[src/rtl/left_shift_pipelined_stall_if.sv]
// Valid/ready stream bundle for the pipelined left shifter: operand + shift in, result out.
interface left_shift_pipelined_stall_if #(
    parameter int unsigned WIDTH   = 13,
    parameter int unsigned SHIFT_W = 4
);
    logic               inValid;
    logic               inReady;
    logic [WIDTH-1:0]   in;
    logic [SHIFT_W-1:0] shift;
    logic               outValid;
    logic               outReady;
    logic [WIDTH-1:0]   out;

    modport master (
        output inValid, in, shift, outReady,
        input  inReady, outValid, out
    );

    modport slave (
        input  inValid, in, shift, outReady,
        output inReady, outValid, out
    );
endinterface

[src/rtl/left_shift_pipelined_stall.sv]
// Radix-4 pipelined logical left shifter with valid/ready flow control.
// Each stage resolves one 2-bit shift digit (MS digit first) and empty stages collapse bubbles.
module left_shift_pipelined_stall #(
    parameter int unsigned WIDTH  = 13,
    parameter int unsigned STAGES = 2
) (
    input logic                        clk,
    input logic                        resetN,
    left_shift_pipelined_stall_if.slave bus
);
    localparam int unsigned SHIFT_W = 2 * STAGES;

    logic [STAGES-1:0]  valid_q;
    logic [WIDTH-1:0]   data_q   [STAGES];
    logic [SHIFT_W-1:0] shift_q  [STAGES];

    logic [STAGES-1:0]  rdy;
    logic [STAGES-1:0]  up_valid;
    logic [WIDTH-1:0]   up_data  [STAGES];
    logic [SHIFT_W-1:0] up_shift [STAGES];
    logic [WIDTH-1:0]   nxt_data [STAGES];
    logic               rdy_acc;
    int unsigned        lsb;

    // Upstream view of each stage, per-stage digit shift and the ready chain.
    always_comb begin
        up_valid    = '0;
        rdy         = '0;
        rdy_acc     = 1'b0;
        lsb         = '0;
        up_valid[0] = bus.inValid;
        up_data[0]  = bus.in;
        up_shift[0] = bus.shift;
        for (int s = 1; s < int'(STAGES); s++) begin
            up_valid[s] = valid_q[s-1];
            up_data[s]  = data_q[s-1];
            up_shift[s] = shift_q[s-1];
        end

        // Digit for stage s sits at bit 2*(STAGES-1-s); its weight 4^(STAGES-1-s) is a shift by the same amount.
        for (int s = 0; s < int'(STAGES); s++) begin
            lsb         = 32'(2 * (int'(STAGES) - 1 - s));
            nxt_data[s] = up_data[s] << (32'(up_shift[s][lsb +: 2]) << lsb);
        end

        // A stage can load if it is empty or anything downstream of it can drain.
        for (int s = 0; s < int'(STAGES); s++) begin
            rdy_acc = bus.outReady;
            for (int j = s; j < int'(STAGES); j++) begin
                rdy_acc = rdy_acc | ~valid_q[j];
            end
            rdy[s] = rdy_acc;
        end
    end

    always_ff @(posedge clk or negedge resetN) begin
        if (!resetN) begin
            valid_q <= '0;
            for (int s = 0; s < int'(STAGES); s++) begin
                data_q[s]  <= '0;
                shift_q[s] <= '0;
            end
        end else begin
            for (int s = 0; s < int'(STAGES); s++) begin
                if (rdy[s]) begin
                    valid_q[s] <= up_valid[s];
                    data_q[s]  <= nxt_data[s];
                    shift_q[s] <= up_shift[s];
                end
            end
        end
    end

    assign bus.inReady  = rdy[0];
    assign bus.outValid = valid_q[STAGES-1];
    assign bus.out      = data_q[STAGES-1];
endmodule

[src/flat_wrapper.sv]
// flat-port wrapper written by rule: the top's interface ports become plain ports
module left_shift_pipelined_stall_flat 
#(
    parameter int unsigned WIDTH  = 13,
    parameter int unsigned STAGES = 2
)
  (clk, resetN, bus_inValid, bus_in, bus_shift, bus_outReady, bus_inReady, bus_outValid, bus_out);
  left_shift_pipelined_stall_if #(.WIDTH(WIDTH), .SHIFT_W((2 * STAGES))) bus_i ();
  input logic clk;
  input logic resetN;
  input wire logic [$bits(bus_i.inValid)-1:0] bus_inValid;
  input wire logic [$bits(bus_i.in)-1:0] bus_in;
  input wire logic [$bits(bus_i.shift)-1:0] bus_shift;
  input wire logic [$bits(bus_i.outReady)-1:0] bus_outReady;
  output wire logic [$bits(bus_i.inReady)-1:0] bus_inReady;
  output wire logic [$bits(bus_i.outValid)-1:0] bus_outValid;
  output wire logic [$bits(bus_i.out)-1:0] bus_out;
  assign bus_i.inValid = bus_inValid;
  assign bus_i.in = bus_in;
  assign bus_i.shift = bus_shift;
  assign bus_i.outReady = bus_outReady;
  assign bus_inReady = bus_i.inReady;
  assign bus_outValid = bus_i.outValid;
  assign bus_out = bus_i.out;
  left_shift_pipelined_stall #(.WIDTH(WIDTH), .STAGES(STAGES)) u_core (.clk(clk), .resetN(resetN), .bus(bus_i));
endmodule
[config.mk]
export PLATFORM = sky130hd
export DESIGN_NAME = left_shift_pipelined_stall_flat
export DESIGN_NICKNAME = d
export VERILOG_FILES = /design/src/rtl/left_shift_pipelined_stall_if.sv /design/src/rtl/left_shift_pipelined_stall.sv /design/src/flat_wrapper.sv
export SDC_FILE = /design/constraint.sdc
export NUM_CORES = 1
export LEC_CHECK = 0
export ABC_AREA = 1
export BUFFER_PORTS_ARGS = -buffer_cell sky130_fd_sc_hd__buf_4
export CORE_MARGIN = 3
export CORE_UTILIZATION = 40
export CTS_BUF_LIST = sky130_fd_sc_hd__clkbuf_4
export DETAILED_ROUTE_END_ITERATION = 6
export GPL_TIMING_DRIVEN = 0
export HOLD_SLACK_MARGIN = 0.08
export PLACE_DENSITY_LB_ADDON = 0.08
export RECOVER_POWER = 50
export SLEW_MARGIN = 20
export SYNTH_ARGS = -nofsm -noshare
export SYNTH_HDL_FRONTEND = slang
export SYNTH_SLANG_ARGS = --single-unit
export TNS_END_PERCENT = 10
[constraint.sdc]
create_clock -name clk -period 2.3 [get_ports clk]
set_input_delay 0.46 -clock clk [delete_from_list [all_inputs] [get_ports clk]]
set_output_delay 0.46 -clock clk [all_outputs]
set_load 0.1 [all_outputs]
# [Yosys cells after proc, flatten, opt, wreduce, memory -nomap -nowiden]
# Index checks and enable logic that the tools add are counted.
[classes] div_mod_pow=0 n_eq_ne=0 n_mux=0 bitwise_logic=5 n_reduce_logical=0 shifts=2 n_mul=0 addsub=0 n_lt_le_gt_ge=0
[op_table] operator="13-bit by 2-bit left shift with 13-bit output" n=1
[op_table] operator="13-bit by 4-bit left shift with 13-bit output" n=1
[op_table] operator="1-bit bitwise OR" n=3
[op_table] operator="1-bit NOT" n=2
[word_totals] elab_cells=12 reg_bits=30 mem_bits_rw=0 romBits=0 input_bits=21 memories=0 output_inout_bits=15 latch_bits=0

# [Logic depth before layout (Yosys ltp)]
[depth] depth_word=3 depth_mapped=7 depth_no_buf=6

# [Worst setup path after synthesis]
# OpenSTA, ideal clock, no wires.
[synth_path] path_kind="reg2out" startpoint="register u_core.valid_q[1]" endpoint="output port bus_inReady" path_buffers=1 required_time_ps=1840 stages_incl_launch_ff=5 t_arrival_ps=1701 path_slack_ps=139 path_cell_list="dfrtp_1 -> inv_1 -> nor2_4 -> nand2_2 -> buf_2"
[synth_via] elab_chain_len=2
[synth_rtl] element="from (decl)" line="left_shift_pipelined_stall.sv:13" text="logic [STAGES-1:0] valid_q;"
[synth_rtl] element="from (signal, indexed assignment)" line="left_shift_pipelined_stall.sv:66" text="valid_q[s] <= up_valid[s];"
[synth_rtl] element="1-bit NOT" line="left_shift_pipelined_stall.sv:50" text="rdy_acc = rdy_acc | ~valid_q[j];"
[synth_rtl] element="1-bit bitwise OR" line="left_shift_pipelined_stall.sv:50"
[synth_rtl] element="to (decl)" line="flat_wrapper.sv:15" text="output wire logic [$bits(bus_i.inReady)-1:0] bus_inReady;"
# No other way between the ends.

# [Worst setup path in the final report]
# Ends and elaborated chain as after synthesis.

==> run summary <==
The total detailed-routing wirelength came out at 3380 um. The starting utilization of the core area is 43.2%. The proportion of synthesized chip area in sequential cells is 45.8%. The number of buffers added by the clock tree synthesis step is 5. The category of the critical setup timing path is flop to output pin. Before CTS, the worst setup slack after placement is 0.499 ns.

The final number of hold-violating endpoints is 0. The total area inside the core boundary comes to 0.00380 mm2. The number of port buffers is 34. The final antenna diode count came out at 0.

Clock-pin slew was measured on the worst setup and hold paths at 0.09 ns. The number of fill cells in the layout is 407. Relative to the synthesized area, the layout overhead comes to 22.3%. The max-cap check violation count is 0. The tightest min-delay check is of the primary input to flop type. The run finished with clean final reports. The final-layout worst hold slack is 0.329 ns. The count of pins over their slew limit is 0. The share of synthesized flip-flops with an asynchronous set or reset came out at 100%. The sum of overflow across all layers after global routing came out at 0. The ratio of cells with drive above 1 in the final layout came out at 24.4%.

The total number of H-tree levels is 2. The worst register-to-register path has a setup slack of 0.97 ns. The number of iterations in the first detailed-routing pass came out at 4.

The share of synthesized cell area in and, or, nand and nor gates came out at 36.2%. The arithmetic-cell share of the synthesized area counting full adders, half adders and majority gates is 0%. The combined area of the multi-input logic cells came out at 679 um2. The most used flip-flop cell after synthesis is dfrtp_1.

The maximum number of buffers from clock root to sink came out at 2. The number of nets produced by synthesis came out at 249. The start point of the worst min-delay path is bus_inValid. The pin count of the biggest net entering global routing is 31. Using the TritonRoute via totals, the vias-per-cell ratio works out to 4.58. The final instance area came out at 0.00201 mm2. The routed length on met1 came out at 1650 um. The share of the synthesized area in the top cell type is 45.8%. The number of instances in the synthesized netlist is 228. The maximum vdd drop is 332 uV. The final net count is 291. In the routed design, unresolved DRC markers number 0. The post-layout worst setup margin is 0.297 ns. Counting flops and latches in the post-synthesis netlist gives 30. The global placement routability congestion came out at 0.861. The share of the cycle needed by the critical path after routing came out at 87.1%. The final period demand of the worst path is 2.00 ns. The horizontal die dimension is 70.0 um.

At the worst endpoint, the required time is 1.84 ns. The number of clock sinks seen by CTS came out at 30. The number of instances in the placed design came out at 310. Setup violations remaining at the end of the flow were counted as 0. Summing all flip-flop and latch instances after layout gives 751 um2. By area, the combinational part of the netlist is dominated by simple AND/OR/NAND/NOR gates. After detailed routing, the average wire length per cell comes to 10.6 um. The amount of wire on met2 after detailed routing came out at 1520 um. The slowest stage of the critical path is the dfrtp_1 cell. In this run the worst setup path begins at u_core.valid_q[1]. For the pin with the worst max-slew slack, the measured transition is 0.721 ns. The xor/xnor share of the synthesized area came out at 0%. The startpoint identified for the worst register-to-register timing path is u_core.valid_q[1]. The number of placed I/O pins is 36. The site row count came out at 22. dfrtp_1 takes more of the synthesized area than any other cell. The total routing resource utilization after global routing is 15.5%. The number of library cell types mapped by synthesis is 16. The clock latency reported for the late side of the worst-skew pair came out at 0.32 ns. The complex-gate fraction of the synthesized area is 5.49%. The signal arrival time at the worst endpoint came out at 1.54 ns. The total half-perimeter wirelength after legalization and detailed placement is 2620 um.

The count of routing violations after the opening detailed-route iteration is 58. TritonCTS built the clock tree. The worst setup path is launched from a flop.

The number of setup buffers added after CTS came out at 0. The top achievable clock speed is 0.499 GHz. The final cell count without fillers came out at 319.

The die covers 0.00490 mm2. The mux cell area share after synthesis is 0%. The mean area per synthesized cell is 7.19 um2. The number of antenna violations at the first check in global routing came out at 0. Summing all placed instances gives a cell area of 0.00196 mm2. Total power for the finished layout comes to 1.53 mW. The reported leakage power came out at 1.10 nW. The routed design uses 175 um of met3 wire.

The most numerous cell in the Yosys netlist is nand2_1. The count of antenna-violating nets left after detailed routing came out at 0. The final clock skew is 0.00536 ns. The worst pin sits at a relative slew slack of 52.0%. Measured along the y axis, the die boundary spans 70.0 um. The total negative slack came out at 0 ns. The Yosys step of the flow raised 0 warnings. The element type at the critical path end is an output pin. The number of global-route vias before repair is 1,401. The areal power density over the cells came out at 761 mW/mm2.

The tree is rooted in a clkbuf_4. After detailed routing, no signal wire sits above met4. The total via count after detailed routing came out at 1,460. After synthesis, the cell types taking the most area are dfrtp_1 (46%), nand2_1 (24%), nand3_1 (8.5%).

The wire length of the first global-routing pass came out at 6180 um. Counting flops with a built-in enable in the synthesized netlist gives 0. Walking the worst path, the cells encountered are inv_1, nor2_4, nand2_1, buf_2, buf_4. Summing every instance area after synthesis gives 0.00164 mm2.

The worst stage delay on the critical path came out at 0.40 ns. Setup repair after global routing left no endpoint under its margin. The utilization after layout is 52.8%. Sorting the synthesized cells by how often they occur yields nand2_1 (104), dfrtp_1 (30), nand3_1 (28), buf_4 (14). Along the worst path, the maximum fanout reaches 10.
-- critical path, delay by kind of cell, from the launching register on --
| family | cells | cell delay (ns) |
|---|---|---|
| buffers and inverters | 3 | 0.66 |
| DFF | 1 | 0.40 |
| and+or+nand+nor | 2 | 0.17 |
-- logic make-up after synthesis --
family | after synthesis
AOI/OAI and AO/OA | 18
buffers and inverters | 38
DFF | 30
and+or+nand+nor | 142
-- registers in the layout, summed over array words and instances (netlist names) --
name,flops
u_core.bus.out,13
u_core.data_q,13
u_core.shift_q,2
u_core.valid_q,2
-- area by class of cell --
type / instances / area share [%]
Sequential cell: 30 / 37.4
Clock buffer: 5 / 1.87
Tap cell: 48 / 2.99
Multi-Input combinational cell: 160 / 33.9
Inverter: 15 / 2.81
Clock inverter: 3 / 0.561
Timing Repair Buffer: 35 / 13.1
Buffer: 23 / 7.36
-- per-layer routing --
layer / vias up / track usage, %
li1: 791 / -
met1: 637 / 20.6
met2: 28 / 23.9
met3: 4 / 5.18
met4: 0 / 4.47
met5: - / 0
-- path summary, 6_finish.rpt --
check / end / cells after the start
max in group asynchronous: u_core.bus.out[12] / 2
min reg2reg: u_core.valid_q[1] / 1
min in group asynchronous: u_core.valid_q[0] / 2
max: bus_inReady / 5
max reg2reg: u_core.bus.out[12] / 5
min: u_core.valid_q[0] / 2
-- cell usage in the layout (no fill, tap or decap), types with 2 or more instances in the layout --
cell | netlist | layout
or2_2 | 2 | 2
clkbuf_4 | 0 | 5
o21ai_1 | 5 | 3
inv_1 | 13 | 13
nor3_1 | 3 | 3
buf_4 | 14 | 47
buf_2 | 8 | 7
o21ai_0 | 13 | 15
clkbuf_1 | 1 | 2
nand3_1 | 28 | 28
nand2_1 | 104 | 105
dfrtp_1 | 30 | 30
inv_2 | 2 | 2
clkinv_1 | 0 | 3
-- report_power, final --
part / internal, mW / total, mW / leakage [nW] / switching (mW)
combinational: 0.177 / 0.623 / 0.692 / 0.446
clock: 0.109 / 0.274 / 0.0277 / 0.166
sequential: 0.591 / 0.630 / 0.382 / 0.0391
-- what timing repair did --
| item | 4_1_cts | 5_1_grt |
|---|---|---|
| gates resized for setup | 0 | 0 |
| endpoints found under the hold margin | 30 | 0 |
| hold buffers | 1 | 0 |
Power figures use the tool's default switching activity.
